--- config.mk ---
export PLATFORM = sky130hd
export DESIGN_NAME = float_to_fixed_pipe
export DESIGN_NICKNAME = d
export VERILOG_FILES = /design/src/rtl/float2fix_pkg.sv /design/src/rtl/f2x_align_shift.sv /design/src/rtl/float_to_fixed_pipe.sv
export SDC_FILE = /design/constraint.sdc
export NUM_CORES = 1
export LEC_CHECK = 0
export BUFFER_PORTS_ARGS = -buffer_cell sky130_fd_sc_hd__buf_4
export CAP_MARGIN = 20
export CORE_ASPECT_RATIO = 1.5
export CORE_UTILIZATION = 40
export DETAILED_ROUTE_END_ITERATION = 6
export RECOVER_POWER = 25
export SLEW_MARGIN = 20
export SYNTH_ARGS = -nofsm -noshare
export SYNTH_HDL_FRONTEND = slang
export SYNTH_SLANG_ARGS = --single-unit
--- constraint.sdc ---
create_clock -name clk -period 3.27 [get_ports clk]
set_clock_uncertainty 0.2 [all_clocks]
set_input_delay 0.327 -clock clk [delete_from_list [all_inputs] [get_ports clk]]
set_output_delay 0.327 -clock clk [all_outputs]
set_load 0.01 [all_outputs]
--- src/rtl/float2fix_pkg.sv ---
// Shared types and constants for the binary32 to fixed-point converter.
package float2fix_pkg;

  localparam int EXP_W    = 8;
  localparam int MANT_W   = 23;
  localparam int EXP_BIAS = 127;
  localparam int SIG_W    = MANT_W + 1;

  typedef enum logic [2:0] {
    ZERO   = 3'd0,
    DENORM = 3'd1,
    NORM   = 3'd2,
    INF    = 3'd3,
    NAN    = 3'd4
  } fp_class_t;

  function automatic fp_class_t fp_classify(input logic [EXP_W-1:0] exp_f,
                                            input logic [MANT_W-1:0] mant_f);
    fp_class_t cls;
    if (exp_f == 8'd0) begin
      cls = (mant_f == 23'd0) ? ZERO : DENORM;
    end else if (exp_f == 8'hFF) begin
      cls = (mant_f == 23'd0) ? INF : NAN;
    end else begin
      cls = NORM;
    end
    return cls;
  endfunction

  // Round-to-nearest-even increment from the kept LSB, the guard bit and the sticky OR.
  function automatic logic round_up(input logic lsb, input logic guard, input logic sticky);
    return guard & (sticky | lsb);
  endfunction

endpackage

--- src/rtl/f2x_align_shift.sv ---
// Stage-2 alignment: bidirectional barrel shift of the significand into the
// fixed-point window, registered, with detection of bits lost off the top.
module f2x_align_shift
  import float2fix_pkg::*;
#(
  parameter int INT_W  = 8,
  parameter int FRAC_W = 8
) (
  input  logic                                          clk,
  input  logic                                          rst_n,
  input  logic                                          en,
  input  logic [SIG_W-1:0]                              sig,
  input  logic                                          shl,
  input  logic [$clog2(SIG_W+INT_W+FRAC_W+1)-1:0]       amt,
  output logic [SIG_W+INT_W+FRAC_W-1:0]                 win_r,
  output logic                                          ovf_r
);

  localparam int WIN_W = SIG_W + INT_W + FRAC_W;

  logic [2*WIN_W-1:0] wide_s;
  logic [WIN_W-1:0]   win_s;
  logic               ovf_s;

  // Shift left into a double-width field so anything pushed past the window top is visible.
  always_comb begin
    wide_s = {{WIN_W{1'b0}}, WIN_W'(sig)} << amt;
    if (shl) begin
      win_s = wide_s[WIN_W-1:0];
      ovf_s = |wide_s[2*WIN_W-1:WIN_W];
    end else begin
      win_s = WIN_W'(sig) >> amt;
      ovf_s = 1'b0;
    end
  end

  // Stage-2 register, held while the pipeline is stalled.
  always_ff @(posedge clk or negedge rst_n) begin
    if (!rst_n) begin
      win_r <= {WIN_W{1'b0}};
      ovf_r <= 1'b0;
    end else if (en) begin
      win_r <= win_s;
      ovf_r <= ovf_s;
    end
  end

endmodule

--- src/rtl/float_to_fixed_pipe.sv ---
// Three-stage binary32 to sign-magnitude fixed-point converter with valid/ready.
// Optional build macro FLOAT2FIX_ROUND_EN selects round-to-nearest-even instead of truncation.
module float_to_fixed_pipe
  import float2fix_pkg::*;
#(
  parameter int INT_W  = 8,
  parameter int FRAC_W = 8
) (
  input  logic              clk,
  input  logic              rst_n,
  input  logic              in_valid,
  output logic              in_ready,
  input  logic [31:0]       in_data,
  output logic              out_valid,
  input  logic              out_ready,
  output logic              out_sign,
  output logic [INT_W-1:0]  out_int,
  output logic [FRAC_W-1:0] out_frac,
  output logic              out_ovf,
  output logic              out_udf,
  output logic              out_nan
);

  localparam int WIN_W = SIG_W + INT_W + FRAC_W;
  localparam int AMT_W = $clog2(WIN_W + 1);
  localparam int MAG_W = INT_W + FRAC_W;

  logic en_s;

  fp_class_t        cls_s;
  logic [EXP_W-1:0] exp_eff_s;
  logic [SIG_W-1:0] sig_s;
  logic [11:0]      sh_s;
  logic [11:0]      sh_abs_s;
  logic [AMT_W-1:0] amt_s;

  logic             v1_r, sign1_r, shl1_r;
  fp_class_t        cls1_r;
  logic [SIG_W-1:0] sig1_r;
  logic [AMT_W-1:0] amt1_r;

  logic             v2_r, sign2_r;
  fp_class_t        cls2_r;
  logic [WIN_W-1:0] win2_r;
  logic             aovf2_r;

  logic [MAG_W:0]   rnd_s;
  logic [MAG_W-1:0] mag_s;
  logic             ovf_s, udf_s, nan_s;

  logic              out_valid_r, out_sign_r, out_ovf_r, out_udf_r, out_nan_r;
  logic [INT_W-1:0]  out_int_r;
  logic [FRAC_W-1:0] out_frac_r;

  assign en_s     = !out_valid_r || out_ready;
  assign in_ready = en_s;

  // S1: classify and turn the exponent into a clamped shift toward the window.
  // The window LSB weighs 2^-(FRAC_W+SIG_W), so the left shift is e + 1 + FRAC_W.
  always_comb begin
    cls_s     = fp_classify(in_data[30:23], in_data[22:0]);
    exp_eff_s = 8'd1;
    sig_s     = {SIG_W{1'b0}};
    case (cls_s)
      NORM: begin
        exp_eff_s = in_data[30:23];
        sig_s     = {1'b1, in_data[22:0]};
      end
      DENORM: begin
        exp_eff_s = 8'd1;
        sig_s     = {1'b0, in_data[22:0]};
      end
      default: begin
        exp_eff_s = 8'd1;
        sig_s     = {SIG_W{1'b0}};
      end
    endcase
    sh_s     = 12'(exp_eff_s) - 12'(EXP_BIAS) + 12'(FRAC_W) + 12'd1;
    sh_abs_s = sh_s[11] ? (12'd0 - sh_s) : sh_s;
    if (sh_abs_s > 12'(WIN_W)) begin
      amt_s = AMT_W'(WIN_W);
    end else begin
      amt_s = AMT_W'(sh_abs_s);
    end
  end

  // S1 register.
  always_ff @(posedge clk or negedge rst_n) begin
    if (!rst_n) begin
      v1_r    <= 1'b0;
      sign1_r <= 1'b0;
      shl1_r  <= 1'b0;
      cls1_r  <= ZERO;
      sig1_r  <= {SIG_W{1'b0}};
      amt1_r  <= {AMT_W{1'b0}};
    end else if (en_s) begin
      v1_r    <= in_valid;
      sign1_r <= in_data[31];
      shl1_r  <= !sh_s[11];
      cls1_r  <= cls_s;
      sig1_r  <= sig_s;
      amt1_r  <= amt_s;
    end
  end

  f2x_align_shift #(
    .INT_W  (INT_W),
    .FRAC_W (FRAC_W)
  ) u_align (
    .clk   (clk),
    .rst_n (rst_n),
    .en    (en_s),
    .sig   (sig1_r),
    .shl   (shl1_r),
    .amt   (amt1_r),
    .win_r (win2_r),
    .ovf_r (aovf2_r)
  );

  // S2 sideband travelling alongside the shifted window.
  always_ff @(posedge clk or negedge rst_n) begin
    if (!rst_n) begin
      v2_r    <= 1'b0;
      sign2_r <= 1'b0;
      cls2_r  <= ZERO;
    end else if (en_s) begin
      v2_r    <= v1_r;
      sign2_r <= sign1_r;
      cls2_r  <= cls1_r;
    end
  end

`ifdef FLOAT2FIX_ROUND_EN
  // Bits below the kept LSB: guard at SIG_W-1, sticky below it.
  assign rnd_s = {1'b0, win2_r[WIN_W-1:SIG_W]}
               + {{MAG_W{1'b0}}, round_up(win2_r[SIG_W], win2_r[SIG_W-1], |win2_r[SIG_W-2:0])};
`else
  logic unused_low_s;
  assign unused_low_s = ^win2_r[SIG_W-1:0];
  assign rnd_s        = {1'b0, win2_r[WIN_W-1:SIG_W]};
`endif

  // S3: special classes, saturation and underflow flagging.
  always_comb begin
    mag_s = {MAG_W{1'b0}};
    ovf_s = 1'b0;
    udf_s = 1'b0;
    nan_s = 1'b0;
    case (cls2_r)
      NAN: begin
        nan_s = 1'b1;
      end
      INF: begin
        mag_s = {MAG_W{1'b1}};
        ovf_s = 1'b1;
      end
      NORM, DENORM: begin
        if (aovf2_r || rnd_s[MAG_W]) begin
          mag_s = {MAG_W{1'b1}};
          ovf_s = 1'b1;
        end else begin
          mag_s = rnd_s[MAG_W-1:0];
          udf_s = (rnd_s[MAG_W-1:0] == {MAG_W{1'b0}});
        end
      end
      default: begin
        mag_s = {MAG_W{1'b0}};
      end
    endcase
  end

  // S3 output register.
  always_ff @(posedge clk or negedge rst_n) begin
    if (!rst_n) begin
      out_valid_r <= 1'b0;
      out_sign_r  <= 1'b0;
      out_int_r   <= {INT_W{1'b0}};
      out_frac_r  <= {FRAC_W{1'b0}};
      out_ovf_r   <= 1'b0;
      out_udf_r   <= 1'b0;
      out_nan_r   <= 1'b0;
    end else if (en_s) begin
      out_valid_r <= v2_r;
      out_sign_r  <= sign2_r;
      out_int_r   <= mag_s[MAG_W-1:FRAC_W];
      out_frac_r  <= mag_s[FRAC_W-1:0];
      out_ovf_r   <= ovf_s;
      out_udf_r   <= udf_s;
      out_nan_r   <= nan_s;
    end
  end

  assign out_valid = out_valid_r;
  assign out_sign  = out_sign_r;
  assign out_int   = out_int_r;
  assign out_frac  = out_frac_r;
  assign out_ovf   = out_ovf_r;
  assign out_udf   = out_udf_r;
  assign out_nan   = out_nan_r;

endmodule
# ---- Word level (Yosys, flattened, before mapping)
# Index checks and enable logic that the tools add are counted.
dict set report word_totals {
  ff_bits 103
  out_inout_bits 22
  elab_cells 57
}
dict set report op_classes {
  add_sub_neg 4
  order_cmp 1
  n_eq_ne 7
  shift 2
  mux 17
  n_reduce_logical 8
}
# operator n
set ops {}
lappend ops {{$shl 24x6->80} 1}
lappend ops {{$pmux 24 s2} 1}
lappend ops {{$mux 40} 1}
lappend ops {{$reduce_or 40->1} 1}
lappend ops {{$shr 24x6->40} 1}
lappend ops {{$pmux 16 s2} 1}
lappend ops {{$logic_not 23->1} 1}
lappend ops {{$logic_not 16->1} 1}
lappend ops {{$mux 16} 1}
lappend ops {{$gt 12x6->1 const B} 1}
lappend ops {{$mux 12} 1}
lappend ops {{$sub 1x11->12 const A} 1}
lappend ops {{$add 10x2->11 const B} 1}
lappend ops {{$add 9x5->10 const B} 1}
lappend ops {{$eq 3x2->1 const B} 3}
lappend ops {{$mux 3} 3}
lappend ops {{$sub 8x7->9 const B} 1}
lappend ops {{$eq 8x8->1 const B} 1}
lappend ops {{$logic_not 8->1} 1}
lappend ops {{$mux 8} 1}
lappend ops {{$eq 3x1->1 const B} 2}
lappend ops {{$mux 1} 6}
lappend ops {{$mux 6} 1}
lappend ops {{$eq 3x3->1 const B} 1}
lappend ops {{4 further kinds} 5}

# ---- Longest topological paths before layout
dict set report depth {
  depth_word 13
  ltp_mapped 15
}

# ---- Cells and area by module
# Synthesis repeated with hierarchy kept, for this count alone.
dict set report hier_totals {
  cells_unflattened 869
  hier_area_um2 8029.0
}
# module n_inst cells_per_inst area_per_inst_um2 seq_area_each_um2
set by_module_without_submodules {}
lappend by_module_without_submodules {f2x_align_shift 1 512 4615.7 1026.0}
lappend by_module_without_submodules {float_to_fixed_pipe 1 357 3413.3 1551.5}

# ---- Least setup slack after synthesis
# Ideal clock, no wire load.
dict set report synth_timing {
  path_kind {input-to-reg}
  start {input in_data[27]}
  end {register amt1_r[4]}
  setup_time_ps 122
  t_arrival_ps 3419
  required_time_ps 2948
  setup_slack_ps -470
  cell_stages 14
  path_cell_list {buf_2 -> nand2_1 -> nor3_2 -> nor2b_1 -> ha_1 -> nor4b_1 -> a22o_2 -> xor2_4 -> a2111oi_4 -> or2_2 -> nor3b_1 -> mux2_4 -> o21a_2 -> a32o_1}
}
dict set report synth_between {
  elab_chain_cells 12
}
# element line_no
set synth_lines {}
lappend synth_lines {{from (decl)} float_to_fixed_pipe.sv:13} ;# input logic [31:0] in_data,
lappend synth_lines {{$eq 8x8->1} float2fix_pkg.sv:22} ;# end else if (exp_f == 8'hFF) begin
lappend synth_lines {{$mux 3} float2fix_pkg.sv:22}
lappend synth_lines {{$mux 3} float2fix_pkg.sv:20} ;# if (exp_f == 8'd0) begin
lappend synth_lines {{$eq 3x2->1} float_to_fixed_pipe.sv:64} ;# case (cls_s)
lappend synth_lines {{$mux 8 (*)} float_to_fixed_pipe.sv:64}
lappend synth_lines {{$sub 8x7->9 (*)} float_to_fixed_pipe.sv:78} ;# sh_s = 12'(exp_eff_s) - 12'(EXP_BIAS) + 12'(FRAC_W) + 12'd1;
lappend synth_lines {{$add 9x5->10 (*)} float_to_fixed_pipe.sv:78}
lappend synth_lines {{$add 10x2->11 (*)} float_to_fixed_pipe.sv:78}
lappend synth_lines {{$sub 1x11->12} float_to_fixed_pipe.sv:79} ;# sh_abs_s = sh_s[11] ? (12'd0 - sh_s) : sh_s;
lappend synth_lines {{$mux 12 (*)} float_to_fixed_pipe.sv:79}
lappend synth_lines {{$gt 12x6->1} float_to_fixed_pipe.sv:80} ;# if (sh_abs_s > 12'(WIN_W)) begin
lappend synth_lines {{$mux 6 (*)} float_to_fixed_pipe.sv:80}
lappend synth_lines {{to (signal assigned)} float_to_fixed_pipe.sv:95} ;# amt1_r <= {AMT_W{1'b0}};
lappend synth_lines {{to (signal assigned)} float_to_fixed_pipe.sv:102} ;# amt1_r <= amt_s;
lappend synth_lines {{to (decl)} float_to_fixed_pipe.sv:40} ;# logic [AMT_W-1:0] amt1_r;
# Mark *: on every way between the ends. The rest lies on a longest branch, timed or not.
# A chain may end at the register's enable or synchronous reset.

# ---- Final worst setup path
dict set report layout_timing {
  start {input in_data[30]}
  end {register amt1_r[4]}
}
# The elaborated chain is that of the path after synthesis.

==> run metrics <==
run status=finished, violations left; failing checks=capacitance limit, slew limit; maximum fanout count along the critical path=6; number of instances in the placed design=835; post-synthesis cell type count=75; predominant post-synthesis flop cell=dfrtp_1; nets in the synthesized netlist=635; Simple-Gate Fraction of Synth Area=0.2177; CP arrival=3.18 ns; number of sinks on the clock net=79; final hold violation count=0; Sequential cell area=1977 sq um; overall die height=144.7 um; hold slack=0.01199 ns; number of global-route vias before repair=4,929; number of enable flip-flop cells after synthesis=0; synthesized-area fraction occupied by ao, oa, aoi and oai cells=0.2043; total area of multi-input combinational cells=3311 sq um; post-synthesis mux area share=0.1358; crit share post-route=0.9662; chain of cells forming the critical path=buf_4 > nand4_4 > nor3_4 > nor2b_2 > ha_2 > nor4b_2 > a22o_2 > xor2_4 > a2111oi_4 > or2_4 > nor3_1 > mux2_4 > o21a_2 > a32o_1; die width=97.10 um; placeable core area=13,080 sq um; antenna violations before repair=0; reg2reg setup slack=0.25 ns; last weighted congestion value of the routability-driven placer=0.8996; final std cells w/o fill=854; final slew viol count=80; iteration-0 DRC count of the detailed router=229; post-synthesis area per instance=9.120 sq um; global-route wire length before repair=25,080 um; count of standard-cell rows=51; start point of the critical path=in_data[30]; Post-Synth Adder-Cell Area=0.01291; warning count from the yosys run=0; total global routing overflow=0; drt first pass iters=5; final antenna-violating net count=0; number of cells on the worst reg-to-reg path=9; max-cap violations=1; largest net degree at the start of global routing=80; mean number of vias per cell=5.809; total leakage power=2.950 nW; Post-route DRC=0; family with the most delay on the worst path=compound AO/OA/AOI/OAI gates; cts bufs inserted=9; Worst-path clk slew=0.06 ns; startpoint of the worst-slack reg-to-reg timing path=amt1_r[0]$_DFFE_PN0P_; fraction of layout instances using a drive strength above 1=0.2547; cell type of the slowest stage on the worst timing path=a2111oi_4; clock latency reported for the late side of the worst-skew pair=0.34 ns; part of the Yosys area used for sequential elements=0.3643; die area=14,050 sq um; worst IR drop on VDD=0.0003211 V; final-layout fill cell count=1,268; kind of end point of the critical path=flop; xor and xnor area share after synthesis=0.02467; setup TNS=0 ns; total via count after detailed routing=4,961; worst min-delay path class=input port to flop; H-Tree Depth=3; CTS Root Cell=clkbuf_16; WP depth=14; placed wire-length estimate=12,010 um; Max stage delay on crit path=0.45 ns; worst-margin pin slew=1.940 ns; dominant combinational cell family by area after synthesis=simple AND/OR/NAND/NOR gates; power per unit of standard cell area=662.3 nW/um^2; critical setup path kind=input port to flop; number of buffers and inverters on the critical path=1; worst flop-to-flop path endpoint=u_align.ovf_r$_DFFE_PN0P_; number of inserted diodes=0; type of origin of the critical path=input port; post-place instance area=6442 sq um; average wire length per cell after detail routing=17.77 um; fraction of registers with async set/reset=1.000; synthesized instance count=595; Initial Util=0.4148; Worst Path Required=3.29 ns; number of I/O port buffers=57; flip-flop and latch count after synthesis=79; Net count, final=730; area of the mapped netlist=5426 sq um; Tmin final=3.160 ns; layout-stage area growth over the synthesis result=23.70%; Design Area, Final=6713 sq um; clock tree from TritonCTS=done; number of buffers on the longest clock path=2; total length of routed wires=15,170 um; remaining max-slew budget at the tightest pin=-0.2934; I/O pin total=58; unrepaired setup endpoints after global routing=true; highest clock rate=0.3165 GHz; worst setup path end=amt1_r[4]$_DFFE_PN0P_; endpoints failing setup=0; overall fraction of global-route tracks in use=0.2253; final core utilization=0.5132
-- worst min-delay path by stage --
stage | start | to | slack [ns] | cells past startpoint
after floorplan | rst_n | amt1_r[0]$_DFFE_PN0P_ | -0.17 | 0
after CTS | rst_n | out_frac[5]$_DFFE_PN0P_ | 0.003 | 1
after detailed placement | v2_r$_DFFE_PN0P_ | out_valid$_DFFE_PN0P_ | 0.26 | 1
after global placement | v2_r$_DFFE_PN0P_ | v2_r$_DFFE_PN0P_ | 0.24 | 2
final | in_data[15] | sig1_r[15]$_DFFE_PN0P_ | 0.01 | 2
after global routing | in_data[13] | sig1_r[13]$_DFFE_PN0P_ | 0.01 | 2
-- layout make-up --
cell class,instances,area share
clock buffer,11,0.03765
clock inverter,5,0.005965
inverter,14,0.007829
multi-input combinational,462,0.4932
sequential,79,0.2945
tap,159,0.02964
timing repair buffer,124,0.1312
-- power breakdown --
group	total, W	internal, W	switching (W)
Clock	0.000966	0.000561	0.000406
Combinational	0.00200	0.000870	0.00113
Sequential	0.00148	0.00124	0.000237
Total	0.00445	0.00267	0.00177
-- metrics by stage --
| step | power (W) | worst slack (ns) |
|---|---|---|
| global route | 0.004761 | -0.02201 |
| global placement | 0.003550 | -0.1833 |
| finish | 0.004446 | 0.1104 |
| detailed placement | 0.003581 | -0.2818 |
| CTS | 0.004558 | 0.05752 |
| floorplan | 0.002773 | -0.1143 |
-- registers in the layout (all words and copies together) (netlist names), 3 cells and up --
signal         count
sig1_r            24
u_align.win_r     16
out_frac           8
out_int            8
amt1_r             6
cls1_r             3
cls2_r             3
-- Yosys cell counts, drive strengths merged (13+ instances only) --
cell | count | share of area
a22o | 29 | 0.047
nor4 | 13 | 0.015
mux2i | 20 | 0.037
o21ai | 30 | 0.028
inv | 13 | 0.0090
clkbuf | 23 | 0.016
nand2 | 99 | 0.068
dfrtp | 79 | 0.36
mux4 | 19 | 0.079
a21oi | 23 | 0.021
buf | 17 | 0.015
nand3 | 31 | 0.029
nor2 | 41 | 0.028
-- per-layer routing --
layer / global-route usage / wire length [um] / vias up / share of wire
met2: 0.4207 / 7987 / 144 / 0.53
met1: 0.2541 / 6080 / 2361 / 0.40
met5: 0 / 0 / - / 0
met4: 0.1013 / 580 / 0 / 0.038
met3: 0.03266 / 524 / 32 / 0.035
li1: - / - / 2424 / -
-- cells in the final DEF (no fill, tap or decap), types with 3 or more instances in the layout --
cell,count
clkinv_4,3
o21ai_0,27
nor2_1,41
xor2_1,6
nand3b_1,3
a21oi_1,22
o31ai_1,3
mux2_2,7
buf_4,101
a222oi_1,3
o21a_1,3
clkbuf_1,18
mux4_2,19
mux2i_1,20
nor4_1,12
nor3b_1,4
nand4_1,9
nor2b_1,4
a211oi_1,4
nand2b_1,6
dlygate4sd3_1,3
a311oi_1,3
o21ai_1,3
a221o_1,5
clkbuf_16,9
a22oi_1,3
dfrtp_1,79
xnor2_1,3
nor3_1,8
nand3_1,30
inv_1,11
nand2_1,97
o22ai_1,11
a22o_1,28
a31oi_1,7
and2_1,8
-- kinds of logic after synthesis --
kind of cell             count (synthesis)
XOR/XNOR                                11
adder cells (fa/ha/maj)                  6
AO/OA/AOI/OAI                          151
buffers and inverters                   54
multiplexers                            48
AND/OR/NAND/NOR                        246
flip-flops                              79
-- repair_timing --
action                                  in CTS  in global routing
hold endpoints to repair                     2                 79
buffers inserted                             0                  0
resized for setup                            0                  4
endpoints found under the setup margin       0                  7
hold buffers                                 2                  1
Note: power is estimated with default switching activity, not from simulation.
